$ cat src/rtl/gh_ctrl_pkg.sv
// Shared types and encodings for the gigaHurt multicycle controller.
// States, opcode/funct values, ALU control codes and mux select encodings.
package gh_ctrl_pkg;

    localparam int N       = 16;
    localparam int TIMEOUT = 255;

    typedef enum logic [3:0] {
        S_FETCH,
        S_DECODE,
        S_MEMADR,
        S_MEMRD,
        S_MEMWB,
        S_MEMWR,
        S_RTYPE,
        S_ALUWB,
        S_ADDIEX,
        S_ADDIWB,
        S_BRANCH,
        S_JUMP,
        S_HALT
    } state_t;

    localparam logic [3:0] OP_RTYPE = 4'b0000;
    localparam logic [3:0] OP_LW    = 4'b0001;
    localparam logic [3:0] OP_SW    = 4'b0010;
    localparam logic [3:0] OP_BEQ   = 4'b0011;
    localparam logic [3:0] OP_ADDI  = 4'b0100;
    localparam logic [3:0] OP_J     = 4'b0101;
    localparam logic [3:0] OP_HALT  = 4'b1111;

    localparam logic [2:0] F_ADD = 3'b000;
    localparam logic [2:0] F_SUB = 3'b001;
    localparam logic [2:0] F_AND = 3'b010;
    localparam logic [2:0] F_OR  = 3'b011;
    localparam logic [2:0] F_SLT = 3'b100;
    localparam logic [2:0] F_NOR = 3'b101;

    localparam logic [3:0] ALUCTL_AND = 4'b0000;
    localparam logic [3:0] ALUCTL_OR  = 4'b0001;
    localparam logic [3:0] ALUCTL_ADD = 4'b0010;
    localparam logic [3:0] ALUCTL_SUB = 4'b0110;
    localparam logic [3:0] ALUCTL_SLT = 4'b0111;
    localparam logic [3:0] ALUCTL_NOR = 4'b1100;

    typedef enum logic [1:0] {
        ALUOP_NONE,
        ALUOP_ADD,
        ALUOP_SUB,
        ALUOP_FUNCT
    } aluop_t;

    localparam logic [1:0] ASRCB_B     = 2'b00;
    localparam logic [1:0] ASRCB_TWO   = 2'b01;
    localparam logic [1:0] ASRCB_IMM   = 2'b10;
    localparam logic [1:0] ASRCB_IMMSH = 2'b11;

    localparam logic [1:0] PCSRC_ALU    = 2'b00;
    localparam logic [1:0] PCSRC_ALUOUT = 2'b01;
    localparam logic [1:0] PCSRC_JUMP   = 2'b10;

    function automatic logic is_mem_state(input state_t s);
        return (s == S_FETCH) || (s == S_MEMRD) || (s == S_MEMWR);
    endfunction

endpackage

$ cat src/rtl/alu_decoder.sv
// Maps the ALU-op class and R-type funct to a 4-bit ALU control code.
// The illegal flag reflects funct alone so the FSM can reject bad R-types.
module alu_decoder
    import gh_ctrl_pkg::*;
(
    input  logic [2:0] funct,
    input  aluop_t     aluop,
    output logic [3:0] alucontrol,
    output logic       illegal
);

    logic [3:0] w_fn_ctl;

    always_comb begin
        w_fn_ctl = ALUCTL_AND;
        illegal  = 1'b0;
        case (funct)
            F_ADD:   w_fn_ctl = ALUCTL_ADD;
            F_SUB:   w_fn_ctl = ALUCTL_SUB;
            F_AND:   w_fn_ctl = ALUCTL_AND;
            F_OR:    w_fn_ctl = ALUCTL_OR;
            F_SLT:   w_fn_ctl = ALUCTL_SLT;
            F_NOR:   w_fn_ctl = ALUCTL_NOR;
            default: illegal  = 1'b1;
        endcase
    end

    always_comb begin
        alucontrol = ALUCTL_AND;
        case (aluop)
            ALUOP_ADD:   alucontrol = ALUCTL_ADD;
            ALUOP_SUB:   alucontrol = ALUCTL_SUB;
            ALUOP_FUNCT: alucontrol = w_fn_ctl;
            default:     alucontrol = ALUCTL_AND;
        endcase
    end

endmodule

$ cat src/rtl/multicycle_controller.sv
// Multicycle control FSM for the 16-bit gigaHurt datapath.
// Sequences fetch/decode/execute and waits on the unified memory handshake.
module multicycle_controller
    import gh_ctrl_pkg::*;
#(
    parameter int n       = N,
    parameter int TIMEOUT = gh_ctrl_pkg::TIMEOUT
) (
    input  logic         clk,
    input  logic         reset,
    input  logic [n-1:0] instr,
    input  logic         zero,
    input  logic         mem_ready,
    output logic         mem_req,
    output logic         memwrite,
    output logic         iord,
    output logic         irwrite,
    output logic         pcwrite,
    output logic         pcen,
    output logic         regwrite,
    output logic         regdst,
    output logic         memtoreg,
    output logic         alusrca,
    output logic [1:0]   alusrcb,
    output logic [1:0]   pcsrc,
    output logic [3:0]   alucontrol,
    output logic         halted,
    output logic         err
);

    state_t     r_state;
    state_t     w_next;
    logic [7:0] r_cnt;
    logic       r_err;
    logic       w_set_err;

    logic [3:0] w_op;
    logic [2:0] w_funct;
    logic       w_illegal;
    logic       w_mem_st;
    logic       w_timeout;
    logic       w_unused;

    logic       w_mem_req;
    logic       w_memwrite;
    logic       w_iord;
    logic       w_irwrite;
    logic       w_pcwrite;
    logic       w_branch;
    logic       w_regwrite;
    logic       w_regdst;
    logic       w_memtoreg;
    logic       w_alusrca;
    logic [1:0] w_alusrcb;
    logic [1:0] w_pcsrc;
    aluop_t     w_aluop;
    logic [3:0] w_aluctl;

    assign w_op     = instr[n-1 -: 4];
    assign w_funct  = instr[2:0];
    assign w_unused = &{1'b0, instr[n-5:3]};

    assign w_mem_st  = is_mem_state(r_state);
    assign w_timeout = w_mem_st && !mem_ready
                    && (r_cnt == 8'(TIMEOUT - 1));

    alu_decoder u_alu_dec (
        .funct      (w_funct),
        .aluop      (w_aluop),
        .alucontrol (w_aluctl),
        .illegal    (w_illegal)
    );

    always_ff @(posedge clk or negedge reset) begin
        if (!reset) begin
            r_state <= S_FETCH;
            r_cnt   <= '0;
            r_err   <= 1'b0;
        end else begin
            r_state <= w_next;
            r_err   <= r_err | w_set_err;
            if (w_mem_st && !mem_ready && (w_next == r_state))
                r_cnt <= r_cnt + 8'd1;
            else
                r_cnt <= '0;
        end
    end

    always_comb begin
        w_next    = r_state;
        w_set_err = 1'b0;
        if (w_timeout) begin
            w_next    = S_HALT;
            w_set_err = 1'b1;
        end else begin
            unique case (r_state)
                S_FETCH:  if (mem_ready) w_next = S_DECODE;
                S_DECODE: begin
                    case (w_op)
                        OP_LW, OP_SW: w_next = S_MEMADR;
                        OP_RTYPE:     w_next = S_RTYPE;
                        OP_BEQ:       w_next = S_BRANCH;
                        OP_ADDI:      w_next = S_ADDIEX;
                        OP_J:         w_next = S_JUMP;
                        OP_HALT:      w_next = S_HALT;
                        default: begin
                            w_next    = S_FETCH;
                            w_set_err = 1'b1;
                        end
                    endcase
                end
                S_MEMADR: w_next = (w_op == OP_SW) ? S_MEMWR : S_MEMRD;
                S_MEMRD:  if (mem_ready) w_next = S_MEMWB;
                S_MEMWR:  if (mem_ready) w_next = S_FETCH;
                S_RTYPE: begin
                    w_next    = w_illegal ? S_FETCH : S_ALUWB;
                    w_set_err = w_illegal;
                end
                S_ADDIEX: w_next = S_ADDIWB;
                S_HALT:   w_next = S_HALT;
                default:  w_next = S_FETCH;
            endcase
        end
    end

    always_comb begin
        w_mem_req  = 1'b0;
        w_memwrite = 1'b0;
        w_iord     = 1'b0;
        w_irwrite  = 1'b0;
        w_pcwrite  = 1'b0;
        w_branch   = 1'b0;
        w_regwrite = 1'b0;
        w_regdst   = 1'b0;
        w_memtoreg = 1'b0;
        w_alusrca  = 1'b0;
        w_alusrcb  = ASRCB_B;
        w_pcsrc    = PCSRC_ALU;
        w_aluop    = ALUOP_NONE;
        unique case (r_state)
            S_FETCH: begin
                w_mem_req = 1'b1;
                w_alusrcb = ASRCB_TWO;
                w_aluop   = ALUOP_ADD;
                w_irwrite = mem_ready;
                w_pcwrite = mem_ready;
            end
            S_DECODE: begin
                w_alusrcb = ASRCB_IMMSH;
                w_aluop   = ALUOP_ADD;
            end
            S_MEMADR, S_ADDIEX: begin
                w_alusrca = 1'b1;
                w_alusrcb = ASRCB_IMM;
                w_aluop   = ALUOP_ADD;
            end
            S_MEMRD: begin
                w_mem_req = 1'b1;
                w_iord    = 1'b1;
            end
            S_MEMWB: begin
                w_regwrite = 1'b1;
                w_memtoreg = 1'b1;
            end
            S_MEMWR: begin
                w_mem_req  = 1'b1;
                w_memwrite = 1'b1;
                w_iord     = 1'b1;
            end
            // ALU inputs held through ALUWB so ALUOut stays stable
            S_RTYPE, S_ALUWB: begin
                w_alusrca  = 1'b1;
                w_aluop    = ALUOP_FUNCT;
                w_regwrite = (r_state == S_ALUWB);
                w_regdst   = (r_state == S_ALUWB);
            end
            S_ADDIWB: w_regwrite = 1'b1;
            S_BRANCH: begin
                w_alusrca = 1'b1;
                w_aluop   = ALUOP_SUB;
                w_branch  = 1'b1;
                w_pcsrc   = PCSRC_ALUOUT;
            end
            S_JUMP: begin
                w_pcsrc   = PCSRC_JUMP;
                w_pcwrite = 1'b1;
            end
            default: ;
        endcase
    end

    // Strobes drop asynchronously while reset is held low
    assign mem_req    = reset & w_mem_req;
    assign memwrite   = reset & w_memwrite;
    assign iord       = reset & w_iord;
    assign irwrite    = reset & w_irwrite;
    assign pcwrite    = reset & w_pcwrite;
    assign pcen       = reset & (w_pcwrite | (w_branch & zero));
    assign regwrite   = reset & w_regwrite;
    assign regdst     = reset & w_regdst;
    assign memtoreg   = reset & w_memtoreg;
    assign alusrca    = reset & w_alusrca;
    assign alusrcb    = reset ? w_alusrcb : 2'b00;
    assign pcsrc      = reset ? w_pcsrc : 2'b00;
    assign alucontrol = reset ? w_aluctl : 4'b0000;
    assign halted     = (r_state == S_HALT);
    assign err        = r_err;

endmodule
$ cat config.mk
export PLATFORM = sky130hd
export DESIGN_NAME = multicycle_controller
export DESIGN_NICKNAME = d
export VERILOG_FILES = /design/src/rtl/gh_ctrl_pkg.sv /design/src/rtl/alu_decoder.sv /design/src/rtl/multicycle_controller.sv
export SDC_FILE = /design/constraint.sdc
export NUM_CORES = 1
export LEC_CHECK = 0
export CAP_MARGIN = 15
export CORE_UTILIZATION = 40
export DETAILED_ROUTE_END_ITERATION = 10
export PLACE_DENSITY = 0.75
export SYNTH_ARGS = -nofsm -noshare
export SYNTH_HDL_FRONTEND = slang
export SYNTH_SLANG_ARGS = --single-unit
$ cat constraint.sdc
create_clock -name clk -period 2.7 [get_ports clk]
set_input_delay 0.675 -clock clk [delete_from_list [all_inputs] [get_ports clk]]
set_output_delay 0.675 -clock clk [all_outputs]
set_load 0.01 [all_outputs]
==> reports/metrics.yaml, run 1 <==
cells_and_area:
  layout-drive-gt1-share_pct: 27.1
  syn_to_final_growth_pct: 40.9
  fill_cells: 269
  nets: 222
  fin_util_pct: 62.0
  antenna_cells: 0
  finalInstanceArea_um2: 1770
timing:
  tightest_slew_ns: 0.493
  setup_slack_ns: 0.0407
  hold_viol_final: 0
  drv_slew: 0
  period_needed_ns: 2.66
  finClkSkew_ns: 0.00237
  period_share_pct: 98.5
  setup_viol: 0
  slew-limit-headroom_pct: 66.7
  setup_tns_ns: 0
  clock.fmax_ghz: 0.376
cts:
  clockRootBuffer: "clkbuf_4"
  tritoncts: "built"
  cts_sinks: 13
  clk_latency_ns: 0.29
  cts_made_buffers: 3
  worst_setup_hold_path_clk_slew_ns: 0.08
  clockBufferDepth: 2
  htree_levels: 1
yosys:
  synthesis.area_um2: 1250
  synth.distinct_cells: 48
  synthTopCellsByArea: "dfrtp_1 26%, nor4_2 8.0%, nor2_1 4.8%"
  synth_warnings: 0
  syn_avg_cell_area_um2: 8.26
  synth-main-ff-cell: "dfrtp_1"
  synth_area_leader_cell: "dfrtp_1"
  synthArstFlopShare_pct: 100
  synth_edf_count: 0
  syn_nets: 174
  synth-seq-cells: 13
  yosysSeqAreaShare_pct: 25.9
  netlist_instances: 152
  synth_top_area_share_pct: 25.9
power:
  power.density_nw_per_um2: 755
  peakVddDrop_uv: 316
  leakagePower_uw: 0.000760
min_path:
  whs_path_depth: 2
  hold_path_startpoint: "err"
  min_path_type: "reg -> reg"
  holdPathEnd: "err"
detailed_routing:
  firstDrtPassIters: 4
  drtAntennaViolNets: 0
  drc: 0
  drt_iter0_markers: 35
  totalWireLength_mm: 3.42
  wire_per_inst_um: 14.9
  vias: 1339
  detail_route.vias_per_cell: 5.82
die:
  rows: 19
  dieWidth_um: 58.0
  coreArea_um2: 2850
  die_y_um: 58.0
  start_util_pct: 44.0
  dieArea_um2: 3370
  num_io_pins: 40
setup_path:
  crit_path_end_kind: "primary output"
  ff2ff_path_depth: 8
  r2r-end: "r_cnt[4]"
  crit_fanout: 3
  worst_ep_arrival_time_ns: 1.98
  r2r_slack_ns: 0.31
  r2r-start: "r_state[2]"
  startpoint_type: "input port"
  crit_required_ns: 2.03
  cp-startpoint: "instr[0]"
  criticalPathCategory: "in -> out"
placement:
  io_buffers: 30
  dp_hpwl_mm: 2.66
  dp_slack_ns: -0.289
  post_dp_cell_area_um2: 1720
  gp_congestion: 0.847
global_route:
  grt_max_degree: 18
  grt_pass1_vias: 1314
  grt_use_total_pct: 22.3
  overflow: 0
  grt_pass1_wl_mm: 5.75
  antenna_found_initial: 0
status:
  status: "completed"
flow_run:
  drv_cap: 0
## final cells by class
class / count / area [µm²] / share of cell area (%)
well taps: 31 / 38.8 / 2.19
repair buffers: 54 / 479 / 27.1
inverters: 4 / 15.0 / 0.849
clock buffers: 4 / 26.3 / 1.49
multi-input cells: 124 / 880 / 49.8
flip-flops and latches: 13 / 329 / 18.6
## worst max-delay path by stage
stage,slack [ns],cells past startpoint,end
2_1_floorplan,0.39,5,pcen
3_3_place_gp,-0.28,4,alucontrol[0]
3_5_place_dp,-0.29,4,alucontrol[0]
4_1_cts,0.001,4,alucontrol[0]
5_1_grt,-0.007,4,alucontrol[0]
6_report,0.04,4,alucontrol[0]
## worst max-delay path, cell delays in order
cell             delay [ns]
clkdlybuf4s50_1        0.45
or3b_2                 0.45
a21oi_1                0.17
clkdlybuf4s15_2        0.24
## cells in the final DEF, fill, tap and decap left out, types with 3 or more instances in the layout
master            n
nor3_1            4
a21oi_1           7
nor2_1           14
nor2b_1           4
o22ai_1           3
o21ai_0           5
dfrtp_1          10
xnor2_1           3
nor4_2            8
nand3_1          11
buf_4            22
inv_1             3
xor2_1            6
dlygate4sd2_1    13
clkbuf_4          3
clkdlybuf4s50_1  12
nand2_1          12
dfrtp_2           3
## power breakdown
part	internal [µW]	switching, µW	total (µW)
Clock	57.6	69.0	127
Sequential	229	68.9	298
Combinational	411	500	910
## metrics by stage
stage	instances	power, µW	hold WS (ns)
floorplan	152	868	0.379
finish	230	1330	0.520
global route	230	1430	0.561
CTS	228	1310	0.530
detailed placement	224	1210	0.508
global placement	224	1190	0.486
## timing repair
item,in CTS,in global routing
setup buffers,0,2
gates cloned,0,0
hold buffers,0,0
pin swaps,0,0
gates resized for setup,23,10
endpoints found under the setup margin,18,6
## layer usage
metal / wire, µm / share of wire [%] / up-vias / track usage (%)
li1: - / - / 657 / -
met1: 1510 / 44 / 644 / 26.7
met2: 1740 / 51 / 33 / 39.1
met3: 117 / 3.4 / 5 / 4.69
met4: 51 / 1.5 / 0 / 8.84
met5: 0 / 0 / - / 0
## cell usage after synthesis, types with 2 or more instances
cell and count:
o211ai_1 2, buf_2 3, and2_1 2, xor2_1 6, nand4_1 2, nand2_1 13, nor3_1 6, o31ai_1 2
a31oi_1 2, nor4_2 8, and3b_1 2, nand2b_1 2, nor2_1 16, a21boi_0 2, a21oi_1 7, nand3_1 11
nor2b_1 4, nor4_1 2, buf_4 2, inv_1 3, xnor2_1 3, and3_4 2, o22ai_1 3, dfrtp_1 13
ha_1 2, nor3b_1 2, o21ai_0 5, clkbuf_1 5
## registers in the layout, summed over array words and instances, names as in the netlist
signal and flops:
err 1, r_cnt 8, r_state 4
## cells by family after synthesis
group                      synth area share [%]
and+or+nand+nor                            41.2
AOI/OAI and AO/OA                          17.0
adders and majority gates                  1.99
xor gates and xnor gates                   8.48
buffers and inverters                      5.38
DFF                                        25.9
(Power assumes the default switching activity.)
==> inputs of run 2 (changes only) <==
==> constraint.sdc (replaced) <==
create_clock -name clk -period 2.7 [get_ports clk]
set_input_delay 0.675 -clock clk [delete_from_list [all_inputs] [get_ports clk]]
set_output_delay 0.675 -clock clk [all_outputs]
set_load 0.005 [all_outputs]
==> run 2 against run 1 <==
  * Largest cell class unchanged
  * Clock skew barely moved
  * Sequential power barely moved
  * Worst hold slack got worse by 0.18 ns
  * Global-route usage fell by 0.86 points
  * Register-to-register slack improved by 0.04 ns
  * Critical path type is now reg -> out
  * Routed wire length fell by 0.18%
==> reports/metrics.yaml, run 2 (same netlist as run 1, synthesis figures left out) <==
die:
  dieArea_um2: 3370  # unchanged
  coreArea_um2: 2850  # unchanged
  start_util_pct: 44.0  # unchanged
  num_io_pins: 40  # unchanged
  die_y_um: 58.0  # unchanged
  rows: 19  # unchanged
  dieWidth_um: 58.0  # unchanged
timing:
  hold_viol_final: 0  # unchanged
  period_needed_ns: 2.64  # -0.0238 ns
  tightest_slew_ns: 0.509  # +0.0163 ns
  setup_viol: 0  # unchanged
  finClkSkew_ns: 0.00250  # +0.000136 ns
  period_share_pct: 97.6  # -0.88 points
  clock.fmax_ghz: 0.379  # +0.90%
  slew-limit-headroom_pct: 65.6  # -1.1 points
  setup_tns_ns: 0  # unchanged
  drv_slew: 0  # unchanged
detailed_routing:
  firstDrtPassIters: 4  # unchanged
  highest_layer: "met4"
  detail_route.vias_per_cell: 5.91  # +1.6%
  wire_per_inst_um: 14.7  # -1.5%
  route.met3.wl_um: 153  # +31%
  drc: 0  # unchanged
  vias: 1378  # +2.9%
  drtAntennaViolNets: 0  # unchanged
  totalWireLength_mm: 3.42  # -0.18%
  drt-met1-wl_mm: 1.42  # -5.8%
  met2_length_mm: 1.80  # +3.7%
  drt_iter0_markers: 69  # +97%
cts:
  clockRootBuffer: "clkbuf_4"
  clk_latency_ns: 0.29  # about the same
  htree_levels: 1  # unchanged
  clockBufferDepth: 2  # unchanged
  cts_made_buffers: 3  # unchanged
  tritoncts: "built"
  hold_buffers: 0  # unchanged
  worst_setup_hold_path_clk_slew_ns: 0.08  # about the same
  cts_sinks: 13  # unchanged
global_route:
  grt_pass1_vias: 1266  # -3.7%
  grt_max_degree: 18  # unchanged
  grt_use_total_pct: 21.5  # -0.86 points
  grt_pass1_wl_mm: 5.55  # -3.4%
  overflow: 0  # unchanged
  antenna_found_initial: 0  # unchanged
cells_and_area:
  layout-drive-gt1-share_pct: 28.2  # +1.1 points
  syn_to_final_growth_pct: 42.4
  fin_util_pct: 62.6  # +0.66 points
  largest_register_ffs: 8  # unchanged
  regMostFlops: "r_cnt"
  final_cell_mix: "26 x buf_4, 22 x clkdlybuf4s50_1, 15 x nor2_1"
  antenna_cells: 0  # unchanged
  nets: 225  # +1.4%
  layout_commonest_cell: "buf_4"
  fill_cells: 245  # -8.9%
  finalInstanceArea_um2: 1790  # +1.1%
  fin_cells: 233  # +1.3%
setup_path:
  critPathSlowestCell: "dfrtp_2"
  crit_path_end_kind: "primary output"
  r2r-start: "r_state[1]"
  worst_ep_arrival_time_ns: 1.96  # -0.02 ns
  cp-startpoint: "r_state[2]"
  slowest_delay_ns: 0.50  # +0.05 ns
  crit_required_ns: 2.03  # about the same
  path_cells: "buf_4 -> xor2_1 -> o22a_2 -> nor2_1 -> clkdlybuf4s50_1"
  timing.critical_path.buf_inv: 2  # unchanged
  critPathTopFamily: "buffers and inverters"
  startpoint_type: "register"
  crit_fanout: 12  # +9
  criticalPathCategory: "reg -> out"
power:
  leakagePower_uw: 0.000734  # -3.5%
  power.density_nw_per_um2: 762  # +0.93%
  peakVddDrop_uv: 328  # +3.8%
  total_power_uw: 1360  # +2.0%
placement:
  dpl.cell_count: 220  # -1.8%
  io_buffers: 30  # unchanged
  gp_congestion: 0.862  # +1.8%
  dp_hpwl_mm: 2.55  # -4.2%
  post_dp_cell_area_um2: 1680  # -2.5%
flow_run:
  drv_cap: 0  # unchanged
min_path:
  min_path_type: "in -> async"
status:
  status: "completed"
run 2: cell count changes in the layout (fill, tap and decap cells not counted), sizes merged:
cell / delta
clkdlybuf4s50: +10
clkdlybuf4s15: -3
clkinv: +1
buf: +3
clkbuf: -1
dlygate4sd2: -7
run 2: worst register-to-register path, cell delays in order, from the launching register on:
cell and delay [ns]:
dfrtp_2 0.52, buf_4 0.20, nor4b_1 0.49, a32oi_1 0.23
a21oi_1 0.22, o211ai_1 0.14, o31a_4 0.18, nor4_2 0.28
run 2: area by class of cell:
type / count / area, µm² / share of cell area (%)
multi-input cells: 124 / 880 / 49.2
inverters: 4 / 15.0 / 0.840
clock inverters: 1 / 5.00 / 0.280
well taps: 31 / 38.8 / 2.17
clock buffers: 3 / 22.5 / 1.26
repair buffers: 57 / 497 / 27.8
flip-flops and latches: 13 / 329 / 18.4
run 2: per-stage QoR:
step / setup slack (ns) / hold slack, ns
floorplan: 0.531 / 0.379
global placement: -0.260 / 0.487
detailed placement: -0.310 / 0.481
CTS: 0.00395 / 0.500
global route: -0.00223 / 0.327
finish: 0.0645 / 0.338
run 2: timing repair:
action,in CTS,in global routing
gates cloned,0,0
pin swaps,2,2
buffers inserted,0,9
endpoints found under the setup margin,18,6
resized for setup,12,8
run 2: path summary, 6_finish.rpt:
check	end	slack [ns]	cells past startpoint
setup reg to reg	r_cnt[6]	0.35	7
hold reg to reg	err	0.50	2
setup / recovery	mem_req	0.06	5
min in group clk	err	0.50	2
max in group asynchronous	r_state[1]	2.20	2
hold / removal	r_state[0]	0.34	2
run 2: report_power, final:
part	internal, µW	switching (µW)
combinational	452	485
clock	55.2	68.3
sequential	229	71.4
run 2: layer usage:
metal,GRT usage (%),vias to the layer above
met5,0,-
met4,7.48,0
met3,5.13,4
met2,36.9,38
met1,26.2,679
li1,-,657
